### config.mk
export PLATFORM = sky130hd
export DESIGN_NAME = vxe_txnid_router
export DESIGN_NICKNAME = d
export VERILOG_FILES = /design/src/rtl/vxe_txnid_pkg.sv /design/src/rtl/vxe_txnid_scoreboard.sv /design/src/rtl/vxe_txnid_router.sv
export SDC_FILE = /design/constraint.sdc
export NUM_CORES = 1
export LEC_CHECK = 0
export BUFFER_PORTS_ARGS = -buffer_cell sky130_fd_sc_hd__buf_2
export CAP_MARGIN = 20
export CORE_ASPECT_RATIO = 0.6
export CORE_UTILIZATION = 55
export DETAILED_ROUTE_END_ITERATION = 10
export GPL_TIMING_DRIVEN = 0
export PLACE_DENSITY = 0.91
export RECOVER_POWER = 100
export SYNTH_ARGS = -nofsm -noshare
export SYNTH_HDL_FRONTEND = slang
export SYNTH_SLANG_ARGS = --single-unit
### constraint.sdc
create_clock -name clk -period 4.9 [get_ports clk]
set_input_delay 0.245 -clock clk [delete_from_list [all_inputs] [get_ports clk]]
set_output_delay 0.245 -clock clk [all_outputs]
set_load 0.01 [all_outputs]
### src/rtl/vxe_txnid_pkg.sv
// Shared transaction-ID layout for the VxEngine fabric. The encoder side and
// the response router both import this so the field layout is defined once.
package vxe_txnid_pkg;

  localparam int CLIENT_BITS_DEF = 2;
  localparam int THREAD_BITS_DEF = 3;
  localparam int ARG_BITS_DEF    = 1;
  localparam int NCLIENTS_DEF    = 3;
  localparam int DATA_WIDTH_DEF  = 64;
  localparam int IDW_DEF         = CLIENT_BITS_DEF + THREAD_BITS_DEF + ARG_BITS_DEF;

  // Client-id values carried in the ID MSBs.
  typedef enum logic [CLIENT_BITS_DEF-1:0] {
    CLIENT_CU   = 2'd0,
    CLIENT_VPU0 = 2'd1,
    CLIENT_VPU1 = 2'd2
  } client_e;

  typedef logic [IDW_DEF-1:0] txnid_t;

  // Field order is MSB first, so the packed struct is the ID bit layout.
  typedef struct packed {
    logic [CLIENT_BITS_DEF-1:0] client;
    logic [THREAD_BITS_DEF-1:0] thread;
    logic [ARG_BITS_DEF-1:0]    arg;
  } txnid_fields_t;

  function automatic txnid_t txnid_pack(input txnid_fields_t f);
    return txnid_t'(f);
  endfunction

  function automatic txnid_fields_t txnid_unpack(input txnid_t id);
    return txnid_fields_t'(id);
  endfunction

endpackage

### src/rtl/vxe_txnid_scoreboard.sv
// Outstanding-ID tracker: one bit per ID, set on issue, cleared on retirement,
// plus a saturating-free outstanding count and duplicate-issue detection.
module vxe_txnid_scoreboard #(
  parameter int IDW = vxe_txnid_pkg::IDW_DEF
) (
  input  logic           clk,
  input  logic           nrst,
  input  logic           i_set_vld,
  input  logic [IDW-1:0] i_set_id,
  input  logic           i_clr_vld,
  input  logic [IDW-1:0] i_clr_id,
  input  logic [IDW-1:0] i_lkp_id,
  output logic           o_lkp_hit,
  output logic           o_dup,
  output logic [IDW:0]   o_outstanding
);

  localparam int NIDS = 2 ** IDW;

  logic [NIDS-1:0] sb_q, sb_d;
  logic [IDW:0]    cnt_q, cnt_d;
  logic            set_new;

  assign o_lkp_hit     = sb_q[i_lkp_id];
  assign o_outstanding = cnt_q;

  // A set is a duplicate only if the bit survives this cycle's clear.
  assign o_dup   = i_set_vld & sb_q[i_set_id] & ~(i_clr_vld & (i_clr_id == i_set_id));
  assign set_new = i_set_vld & ~o_dup;

  // Next-state: clear first, then set, so a same-cycle retire+reissue ends set.
  always_comb begin
    // NOTE: every always_comb output gets a default first so no latch is inferred.
    sb_d  = sb_q;
    cnt_d = cnt_q;
    if (i_clr_vld) sb_d[i_clr_id] = 1'b0;
    if (i_set_vld) sb_d[i_set_id] = 1'b1;
    // Only new IDs count, so the count is bounded by NIDS and cannot wrap.
    cnt_d = cnt_q + (IDW+1)'(set_new) - (IDW+1)'(i_clr_vld);
  end

  // State registers; the vector is small enough to be plain reset flops.
  always_ff @(posedge clk or negedge nrst) begin
    if (!nrst) begin
      // NOTE: sequential state uses non-blocking assignments only.
      sb_q  <= '0;
      cnt_q <= '0;
    end else begin
      sb_q  <= sb_d;
      cnt_q <= cnt_d;
    end
  end

endmodule

### src/rtl/vxe_txnid_router.sv
// Response router: decodes fabric response IDs against the outstanding-ID
// scoreboard and forwards valid responses to the owning client through a
// one-deep registered valid/ready stage. Unexpected and duplicate IDs are
// reported on sticky error flags.
module vxe_txnid_router
  import vxe_txnid_pkg::*;
#(
  parameter  int CLIENT_BITS = CLIENT_BITS_DEF,
  parameter  int THREAD_BITS = THREAD_BITS_DEF,
  parameter  int ARG_BITS    = ARG_BITS_DEF,
  parameter  int NCLIENTS    = NCLIENTS_DEF,
  parameter  int DATA_WIDTH  = DATA_WIDTH_DEF,
  localparam int IDW         = CLIENT_BITS + THREAD_BITS + ARG_BITS
) (
  input  logic                   clk,
  input  logic                   nrst,
  input  logic                   i_req_vld,
  input  logic                   i_req_rdy,
  input  logic [IDW-1:0]         i_req_txnid,
  input  logic                   i_rsp_vld,
  output logic                   o_rsp_rdy,
  input  logic [IDW-1:0]         i_rsp_txnid,
  input  logic [DATA_WIDTH-1:0]  i_rsp_data,
  output logic [NCLIENTS-1:0]    o_cl_vld,
  input  logic [NCLIENTS-1:0]    i_cl_rdy,
  output logic [DATA_WIDTH-1:0]  o_cl_data,
  output logic [THREAD_BITS-1:0] o_cl_thread,
  output logic [ARG_BITS-1:0]    o_cl_arg,
  output logic [IDW:0]           o_outstanding,
  output logic                   o_err_unexp,
  output logic                   o_err_dup,
  input  logic                   i_err_clr
);

  logic [NCLIENTS-1:0]    cl_vld_q, cl_vld_d;
  logic [DATA_WIDTH-1:0]  cl_data_q, cl_data_d;
  logic [THREAD_BITS-1:0] cl_thread_q, cl_thread_d;
  logic [ARG_BITS-1:0]    cl_arg_q, cl_arg_d;
  logic                   err_unexp_q, err_unexp_d;
  logic                   err_dup_q, err_dup_d;

  logic [CLIENT_BITS-1:0] rsp_client;
  logic                   rsp_hit, rsp_ok, rsp_acc, rsp_route, out_take, dup;

  // ID decode: client in the MSBs, thread in the middle, argument in the LSBs.
  assign rsp_client = i_rsp_txnid[IDW-1 -: CLIENT_BITS];

  // The output slot is free when empty or when its selected client takes it
  // this cycle, which lets responses stream at one per cycle.
  assign out_take  = |(i_cl_rdy & cl_vld_q);
  assign o_rsp_rdy = ~(|cl_vld_q) | out_take;
  assign rsp_acc   = i_rsp_vld & o_rsp_rdy;
  assign rsp_ok    = rsp_hit & ({1'b0, rsp_client} < (CLIENT_BITS+1)'(NCLIENTS));
  assign rsp_route = rsp_acc & rsp_ok;

  vxe_txnid_scoreboard #(.IDW(IDW)) u_sb (
    .clk           (clk),
    .nrst          (nrst),
    .i_set_vld     (i_req_vld & i_req_rdy),
    .i_set_id      (i_req_txnid),
    .i_clr_vld     (rsp_route),
    .i_clr_id      (i_rsp_txnid),
    .i_lkp_id      (i_rsp_txnid),
    .o_lkp_hit     (rsp_hit),
    .o_dup         (dup),
    .o_outstanding (o_outstanding)
  );

  // Output stage and sticky-error next state; a new error beats a clear.
  always_comb begin
    cl_vld_d    = cl_vld_q;
    cl_data_d   = cl_data_q;
    cl_thread_d = cl_thread_q;
    cl_arg_d    = cl_arg_q;
    if (rsp_route) begin
      cl_vld_d    = NCLIENTS'(1) << rsp_client;
      cl_data_d   = i_rsp_data;
      cl_thread_d = i_rsp_txnid[ARG_BITS +: THREAD_BITS];
      cl_arg_d    = i_rsp_txnid[ARG_BITS-1:0];
    end else if (out_take) begin
      cl_vld_d    = '0;
    end
    err_unexp_d = (err_unexp_q & ~i_err_clr) | (rsp_acc & ~rsp_ok);
    err_dup_d   = (err_dup_q & ~i_err_clr) | dup;
  end

  // Output and error registers.
  always_ff @(posedge clk or negedge nrst) begin
    if (!nrst) begin
      cl_vld_q    <= '0;
      cl_data_q   <= '0;
      cl_thread_q <= '0;
      cl_arg_q    <= '0;
      err_unexp_q <= 1'b0;
      err_dup_q   <= 1'b0;
    end else begin
      cl_vld_q    <= cl_vld_d;
      cl_data_q   <= cl_data_d;
      cl_thread_q <= cl_thread_d;
      cl_arg_q    <= cl_arg_d;
      err_unexp_q <= err_unexp_d;
      err_dup_q   <= err_dup_d;
    end
  end

  assign o_cl_vld    = cl_vld_q;
  assign o_cl_data   = cl_data_q;
  assign o_cl_thread = cl_thread_q;
  assign o_cl_arg    = cl_arg_q;
  assign o_err_unexp = err_unexp_q;
  assign o_err_dup   = err_dup_q;

endmodule

==> results of run 1 <==
[final timing paths]
kind,depth (start not counted),to,slack [ps]
worst min-delay path,2,o_cl_data[59],20
worst min register to register,1,u_sb.sb_q[57],450
min in group asynchronous,2,u_sb.sb_q[3],1610
worst max register to register,16,u_sb.o_outstanding[6],420
worst max-delay path,18,u_sb.o_outstanding[6],400
max in group asynchronous,2,o_cl_data[3],1210
[cells in the final DEF, fill, tap and decap left out, types with 4 or more instances in the layout]
cell	instances
dfrtp_1	144
clkbuf_1	125
buf_2	82
nand2_1	69
mux2_2	57
a21oi_1	57
a41oi_1	45
mux2i_1	27
nor2_1	26
inv_1	22
mux2_1	21
clkbuf_16	17
a21o_1	11
o31ai_1	9
xnor2_1	9
a22oi_1	8
buf_1	8
nor2b_1	7
nand3_1	7
ha_1	7
o221ai_1	6
and2_1	6
o21ai_0	6
mux4_2	5
nor3b_1	5
nand2b_1	5
a31oi_1	5
inv_6	5
inv_8	5
nor3_1	4
o211ai_1	4
[what timing repair did]
action / in CTS / in global routing
setup endpoints to repair: 0 / 0
setup buffers: 0 / 0
hold buffers: 1 / 0
hold endpoints to repair: 66 / 0
[kinds of logic (layout without fill, tap and decap cells)]
group | Yosys count | count (layout) | synth area share [%]
AO/OA/AOI/OAI | 171 | 171 | 17.34
flip-flops | 144 | 144 | 49.16
AND/OR/NAND/NOR | 141 | 141 | 8.773
multiplexers | 110 | 110 | 17.20
buffers and inverters | 77 | 273 | 4.625
XOR/XNOR | 12 | 12 | 1.434
adder cells (fa/ha/maj) | 8 | 8 | 1.468
[registers in the layout (all words and copies together) (netlist names)]
| signal | cells |
|---|---|
| o_err_unexp | 1 |
| u_sb.sb_q | 64 |
| o_cl_arg | 1 |
| u_sb.o_outstanding | 7 |
| o_cl_data | 64 |
| o_cl_thread | 3 |
| o_cl_vld | 3 |
| o_err_dup | 1 |
[routing by layer]
layer | up-vias | GRT usage, %
li1 | 2807 | -
met4 | 0 | 11.58
met5 | - | 0
met2 | 550 | 48.01
met1 | 3160 | 44.70
met3 | 79 | 16.08
[metrics by stage]
| stage | util (%) | instances |
|---|---|---|
| 2_1_floorplan | - | 663 |
| 3_3_place_gp | 64.52 | 993 |
| 3_5_place_dp | 64.78 | 994 |
| 4_1_cts | 69.61 | 1027 |
| 5_1_grt | 68.27 | 1029 |
| 6_report | 68.27 | 1029 |
[layout make-up]
class                           count  share of cell area (%)
Sequential cell                   144                   40.82
Multi-Input combinational cell    442                   37.97
Timing Repair Buffer              164                   8.447
Clock buffer                       17                   4.819
Buffer                             55                   2.466
Tap cell                          170                   2.409
Clock inverter                     15                   2.140
Inverter                           22                  0.9354
[synthesized netlist by cell type, types with 6 or more instances]
cell type | count | area share (%)
dfrtp_1 | 144 | 49
nand2_1 | 69 | 3.5
mux2_2 | 58 | 8.9
a21oi_1 | 57 | 3.9
a41oi_1 | 41 | 4.9
clkbuf_1 | 31 | 1.6
mux2i_1 | 27 | 3.7
nor2_1 | 26 | 1.3
inv_1 | 21 | 1.1
mux2_1 | 20 | 3.1
a21o_1 | 11 | 1.1
buf_2 | 10 | 0.68
buf_1 | 9 | 0.46
o31ai_1 | 9 | 0.92
xnor2_1 | 9 | 1.1
a22oi_1 | 8 | 0.82
a41oi_2 | 7 | 1.6
and2_1 | 7 | 0.60
ha_1 | 7 | 1.2
nand3_1 | 7 | 0.48
nor2b_1 | 7 | 0.60
o21ai_0 | 6 | 0.41
[power by group]
part / leakage [uW] / internal [uW] / total [uW] / switching, uW
clock network: 0.000302 / 778 / 1370 / 594
logic: 0.00182 / 635 / 1430 / 795
registers: 0.00177 / 1590 / 1840 / 249
==> impl_metrics.csv, run 1 <==
group,metric,value,unit
yosys,ys_types,49,
sta,finalSetupViolCount,0,
yosys,avgSynthCellArea,11.06,um2
cts,clkTransAtPathRegs,70,ps
global_route,gr-total-overflow,0,
cts,cts_resized,0,
critical_path,crit_arrival,4870,ps
sta,skew,11.01,ps
critical_path,worstPathRequired,5270,ps
critical_path,start_kind,"input pin",
die,initial_utilization,56.69,%
yosys,netlist_area,7331,um2
critical_path,rr_startpoint,"u_sb.sb_q[7]",
worst_hold_path,min-delay-start,"i_rsp_data[59]",
final_layout,fillers,984,
route,dr.first_iter.drc_count,862,
yosys,synth-async-reset-ratio,100.0,%
run_status,status,"finished with violations",
sta,rsz0062_at_grt,"false",
sta,tightest_slew,3677,ps
yosys,ys.flop_type,"dfrtp_1",
yosys,synth-edff-count,0,
final_layout,synthToLayoutAreaGrowth,20.43,%
global_route,track_usage,33.74,%
cts,clk_latency,440,ps
placement,post-dp-hpwl,16.03,mm
route,drt.antenna.violating_nets,0,
yosys,syn_nets,756,
cts,cts.sinks,144,
critical_path,end_kind,"register",
cts,htree_levels,4,
pwr,p_total,4643,uW
sta,drv_slew,67,
die,die_y,91.43,um
route,route.detailed.drc,0,
critical_path,startpoint,"i_rsp_txnid[1]",
placement,post-place-ws,362.2,ps
cts,numCtsBuffers,17,
critical_path,path_cells,"buf_2 -> buf_2 -> clkbuf_1 -> mux2_1 -> o221ai_1 -> o211ai_1 -> a21boi_4 -> inv_1 -> clkbuf_1 -> ha_1 -> inv_1 -> ha_1 -> fa_1 -> a21o_1 -> a21oi_1 -> o21bai_1 -> a21oi_1 -> xnor2_1",
global_route,grt_pass1_vias,6527,
critical_path,worstPathMaxFanout,10,
worst_hold_path,hp-class,"in2reg",
critical_path,critPathSlowestCell,"clkbuf_1",
route,drt-met1-wl,8.719,mm
run_status,failed_checks,"capacitance limit, slew limit",
sta,max_slew_margin,-145.1,%
yosys,synth_seq_cells,144,
route,vias,6596,
final_layout,multi_input_area,3352,um2
die,core,12930,um2
pwr,p_leak,0.003894,uW
route,via_per_inst,6.410,
die,row_count,32,
cts,clockBufferDepth,2,
sta,fin_ws,397.7,ps
sta,fin_setup_tns,0,ps
cts,cts_root_buf,"clkbuf_16",
sta,holdWs,16.08,ps
critical_path,cp_top_family,"compound AO/OA/AOI/OAI gates",
critical_path,critical_path_buf_inv_count,6,
yosys,synthCells,663,
sta,fmax,222.1,MHz
final_layout,drive_gt1_share,21.77,%
route,avgRoutedWirePerCell,21.83,um
final_layout,nNetsFinal,939,
route,wl_met2,9.652,mm
route,met3_length,3.509,mm
placement,io_buffers,160,
global_route,grt_pass1_wl,34.81,mm
job,maxCapViolations,1,
yosys,ys_seq_area_share,49.16,%
final_layout,final_area,8828,um2
route,dr.pass1.iters,6,
critical_path,slowest_delay,600,ps
placement,gp_congestion,1.033,
sta,hold_viol,0,
die,io_pins,166,
die,die_area,13810,um2
placement,placed_cell_area,8378,um2
critical_path,critPathKind,"in2reg",
final_layout,seqCellArea,3603,um2
sta,layout_min_cycle_time,4502,ps
route,top_layer,"met4",
die,dieWidth,151.0,um
yosys,synth-warning-count,0,
pwr,power_density,525.9,nW/um2
global_route,antenna_found_initial,0,
global_route,grt_max_degree,79,
final_layout,diodes,0,
sta,fin_crit_sh,91.88,%
cts,cts_tree,"yes",
route,routed_wl,22.47,mm
pwr,ir_worst_vdd,0.3264,mV
Power figures use the tool's default switching activity.
==> inputs of run 2 (changes only) <==
--- a/config.mk
+++ b/config.mk
@@ -8,11 +8,13 @@
 export BUFFER_PORTS_ARGS = -buffer_cell sky130_fd_sc_hd__buf_2
 export CAP_MARGIN = 20
 export CORE_ASPECT_RATIO = 0.6
-export CORE_UTILIZATION = 55
+export CORE_UTILIZATION = 54
 export DETAILED_ROUTE_END_ITERATION = 10
 export GPL_TIMING_DRIVEN = 0
-export PLACE_DENSITY = 0.91
+export PLACE_DENSITY = 0.9
 export RECOVER_POWER = 100
+export SLEW_MARGIN = 20
 export SYNTH_ARGS = -nofsm -noshare
 export SYNTH_HDL_FRONTEND = slang
+export SYNTH_HIERARCHICAL = 1
 export SYNTH_SLANG_ARGS = --single-unit
==> run 2 against run 1 <==
  * The run still ends with capacitance limit, slew limit left
  * Combinational power fell by 9.8%
  * First-iteration DRC count fell by 12%
  * Clock skew rose by 0.90 ps
  * Setup slack got worse by 140 ps
  * Clock power barely moved
  * Design area fell by 1.7%
  * Utilization fell by 0.51 points
  * Die area fell by 1.4%
  * Register-to-register slack got worse by 160 ps
  * Global-route usage fell by 2.2 points
  * Critical path depth rose by 3
  * Largest cell class unchanged
==> impl_metrics.csv, run 2 <==
group,metric,value,unit
placement,io_buffers,163,
critical_path,worstReg2RegEnd,"u_sb/o_outstanding[6]",
yosys,ys_seq_area_share,50.78,%
run_status,failed_checks,"capacitance limit, slew limit",
sta,drv_slew,53,
global_route,track_usage,31.51,%
critical_path,end_kind,"register",
route,drt-met1-wl,8.091,mm
route,dr.pass1.iters,8,
final_layout,nNetsFinal,873,
critical_path,worstPathRequired,5240,ps
final_layout,synthToLayoutAreaGrowth,22.34,%
yosys,ys_types,52,
cts,numCtsBuffers,17,
placement,gp_congestion,1.014,
yosys,netlist_area,7096,um2
yosys,synthMostInstantiatedCell,"dfrtp_1",
route,dr.first_iter.drc_count,761,
cts,cts_tree,"yes",
yosys,yosysTopAreaCell,"dfrtp_1",
yosys,yosys-top-cells-count,"dfrtp_1 (144), o21ai_0 (131), mux2_2 (65), nand2_1 (26), clkbuf_1 (18)",
global_route,gr-total-overflow,0,
yosys,synthCells,595,
critical_path,start_kind,"register",
job,maxCapViolations,1,
critical_path,reg2reg_depth,21,
cts,clkTransAtPathRegs,60,ps
pwr,p_leak,0.003733,uW
placement,post-dp-hpwl,14.49,mm
critical_path,crit_arrival,4980,ps
yosys,synth_seq_cells,144,
global_route,antenna_found_initial,0,
sta,tightest_slew,2636,ps
route,routed_wl,20.56,mm
cts,clockBufferDepth,2,
cts,cts_root_buf,"clkbuf_16",
final_layout,final_cell_mix,"dfrtp_1 (144), o21ai_0 (131), clkbuf_1 (106), buf_2 (88), mux2_2 (64)",
critical_path,path_cells,"mux4_1 -> mux2i_1 -> mux2i_1 -> o21ai_0 -> o22ai_2 -> a21bo_2 -> a211oi_4 -> buf_6 -> buf_6 -> nand4_1 -> nor4_1 -> a41oi_1 -> ha_1 -> inv_1 -> ha_1 -> fa_1 -> a21o_1 -> a21oi_1 -> o21bai_1 -> a21oi_1 -> xnor2_1",
final_layout,diodes,0,
yosys,synth-edff-count,0,
route,vias,5995,
yosys,syn_nets,688,
sta,layout_min_cycle_time,4638,ps
die,core,12810,um2
route,top_layer,"met4",
die,die_y,90.79,um
die,io_pins,166,
route,avgRoutedWirePerCell,21.35,um
yosys,synth-async-reset-ratio,100.0,%
sta,max_slew_margin,-75.73,%
yosys,ys.flop_type,"dfrtp_1",
die,die_area,13620,um2
sta,rsz0062_at_grt,"false",
sta,fin_crit_sh,94.64,%
route,route.detailed.drc,0,
critical_path,critPathKind,"reg2reg",
cts,cts.sinks,144,
yosys,avgSynthCellArea,11.93,um2
route,drt.antenna.violating_nets,0,
global_route,grt_pass1_vias,5846,
pwr,power_density,516.0,nW/um2
final_layout,drive_gt1_share,26.99,%
global_route,grt_pass1_wl,31.77,mm
die,initial_utilization,55.38,%
route,wl_met2,9.055,mm
critical_path,critPathSlowestCell,"mux4_1",
sta,holdWs,47.49,ps
yosys,netlist.area_leader.share,50.78,%
route,met3_length,2.880,mm
critical_path,startpoint,"u_sb/sb_q[37]",
yosys,yosys-top-cells-area,"dfrtp_1 (51%), mux2_2 (10%), o21ai_0 (9.2%)",
cts,htree_levels,4,
critical_path,worstPathMaxFanout,17,
route,via_per_inst,6.225,
sta,hold_viol,0,
critical_path,cp-endpoint,"u_sb/o_outstanding[6]",
critical_path,r2r_setup_slack,260,ps
sta,skew,11.91,ps
yosys,synth-warning-count,6,
worst_hold_path,hp-class,"in2reg",
final_layout,final_common_cell,"dfrtp_1",
critical_path,rr_startpoint,"u_sb/sb_q[37]",
sta,fmax,215.6,MHz
cts,clk_latency,420,ps
run_status,status,"finished with violations",
pwr,ir_worst_vdd,0.2623,mV
sta,finalSetupViolCount,0,
global_route,grt_max_degree,94,
critical_path,slowest_delay,500,ps
die,dieWidth,150.0,um
die,row_count,32,
pwr,p_total,4479,uW
run 2: cell types whose count changed in the layout (fill, tap and decap cells not counted), moves of 9 or more:
cell / previous run / this run
mux4_1: 0 / 10
o21ai_0: 6 / 131
nor2_1: 26 / 11
a21oi_1: 57 / 7
nand3b_1: 1 / 10
mux4_2: 5 / 15
mux2_1: 21 / 10
nand2_1: 69 / 26
a41oi_1: 45 / 3
clkbuf_1: 125 / 106
mux2i_1: 27 / 9
run 2: worst min path at each step:
stage | from | end | slack (ps) | cells after the start
global route | i_rsp_data[49] | o_cl_data[49] | 50 | 2
CTS | i_rsp_data[29] | o_cl_data[29] | 30 | 2
detailed placement | nrst | u_sb/o_outstanding[2] | 180 | 1
floorplan | nrst | o_cl_arg | -50 | 0
global placement | o_err_dup | o_err_dup | 460 | 1
finish | i_rsp_data[29] | o_cl_data[29] | 50 | 2
run 2: per-layer routing:
layer,vias up,GRT usage [%]
met1,2941,42.31
met2,425,43.83
met5,-,0
met3,46,15.20
met4,0,12.12
li1,2583,-
run 2: critical path, delay by kind of cell (launching register included):
kind	cells	cell delay (ps)
compound gates	9	1570
buf+inv	3	370
fa+ha+maj	3	780
mux	3	1110
flops	1	390
xor+xnor	1	150
simple gates	2	170
run 2: area by class of cell:
class / instances / area, um2
inverters: 14 / 52.55
plain buffers: 33 / 170.2
multi-input cells: 402 / 3277
repair buffers: 168 / 742.0
clock inverters: 15 / 197.7
clock buffers: 17 / 425.4
well taps: 170 / 212.7
flip-flops and latches: 144 / 3603
fillers: 992 / 4131
run 2: logic make-up after synthesis:
| family | Yosys count | share of synthesized area [%] |
|---|---|---|
| buffers and inverters | 49 | 3.227 |
| xor gates and xnor gates | 12 | 1.481 |
| adders and majority gates | 8 | 1.516 |
| muxes | 108 | 21.48 |
| and+or+nand+nor | 105 | 8.270 |
| DFF | 144 | 50.78 |
| AOI/OAI and AO/OA | 169 | 13.24 |
run 2: metrics by stage:
step | worst slack (ps) | instances | setup TNS (ps) | instance area (um2) | util [%]
floorplan | 408.8 | 595 | 0 | 7096 | -
global placement | -938.0 | 928 | -3041 | 8124 | 63.41
detailed placement | -1184 | 929 | -4836 | 8162 | 63.70
CTS | 2.983 | 961 | 0 | 8800 | 68.68
global route | 35.46 | 963 | 0 | 8681 | 67.75
finish | 262.4 | 963 | 0 | 8681 | 67.75
run 2: power by group:
group / switching (uW) / total, uW / internal [uW] / leakage [uW]
combinational: 691 / 1290 / 603 / 0.00163
sequential: 232 / 1820 / 1590 / 0.00181
clock: 548 / 1370 / 819 / 0.000300
total: 1470 / 4480 / 3010 / 0.00373
run 2: repair_timing:
action / 4_1_cts / 5_1_grt
setup buffers: 0 / 3
gates resized for setup: 2 / 4
hold buffers: 1 / 0
hold endpoints to repair: 51 / 0
pin swaps: 0 / 1
endpoints found under the setup margin: 5 / 2
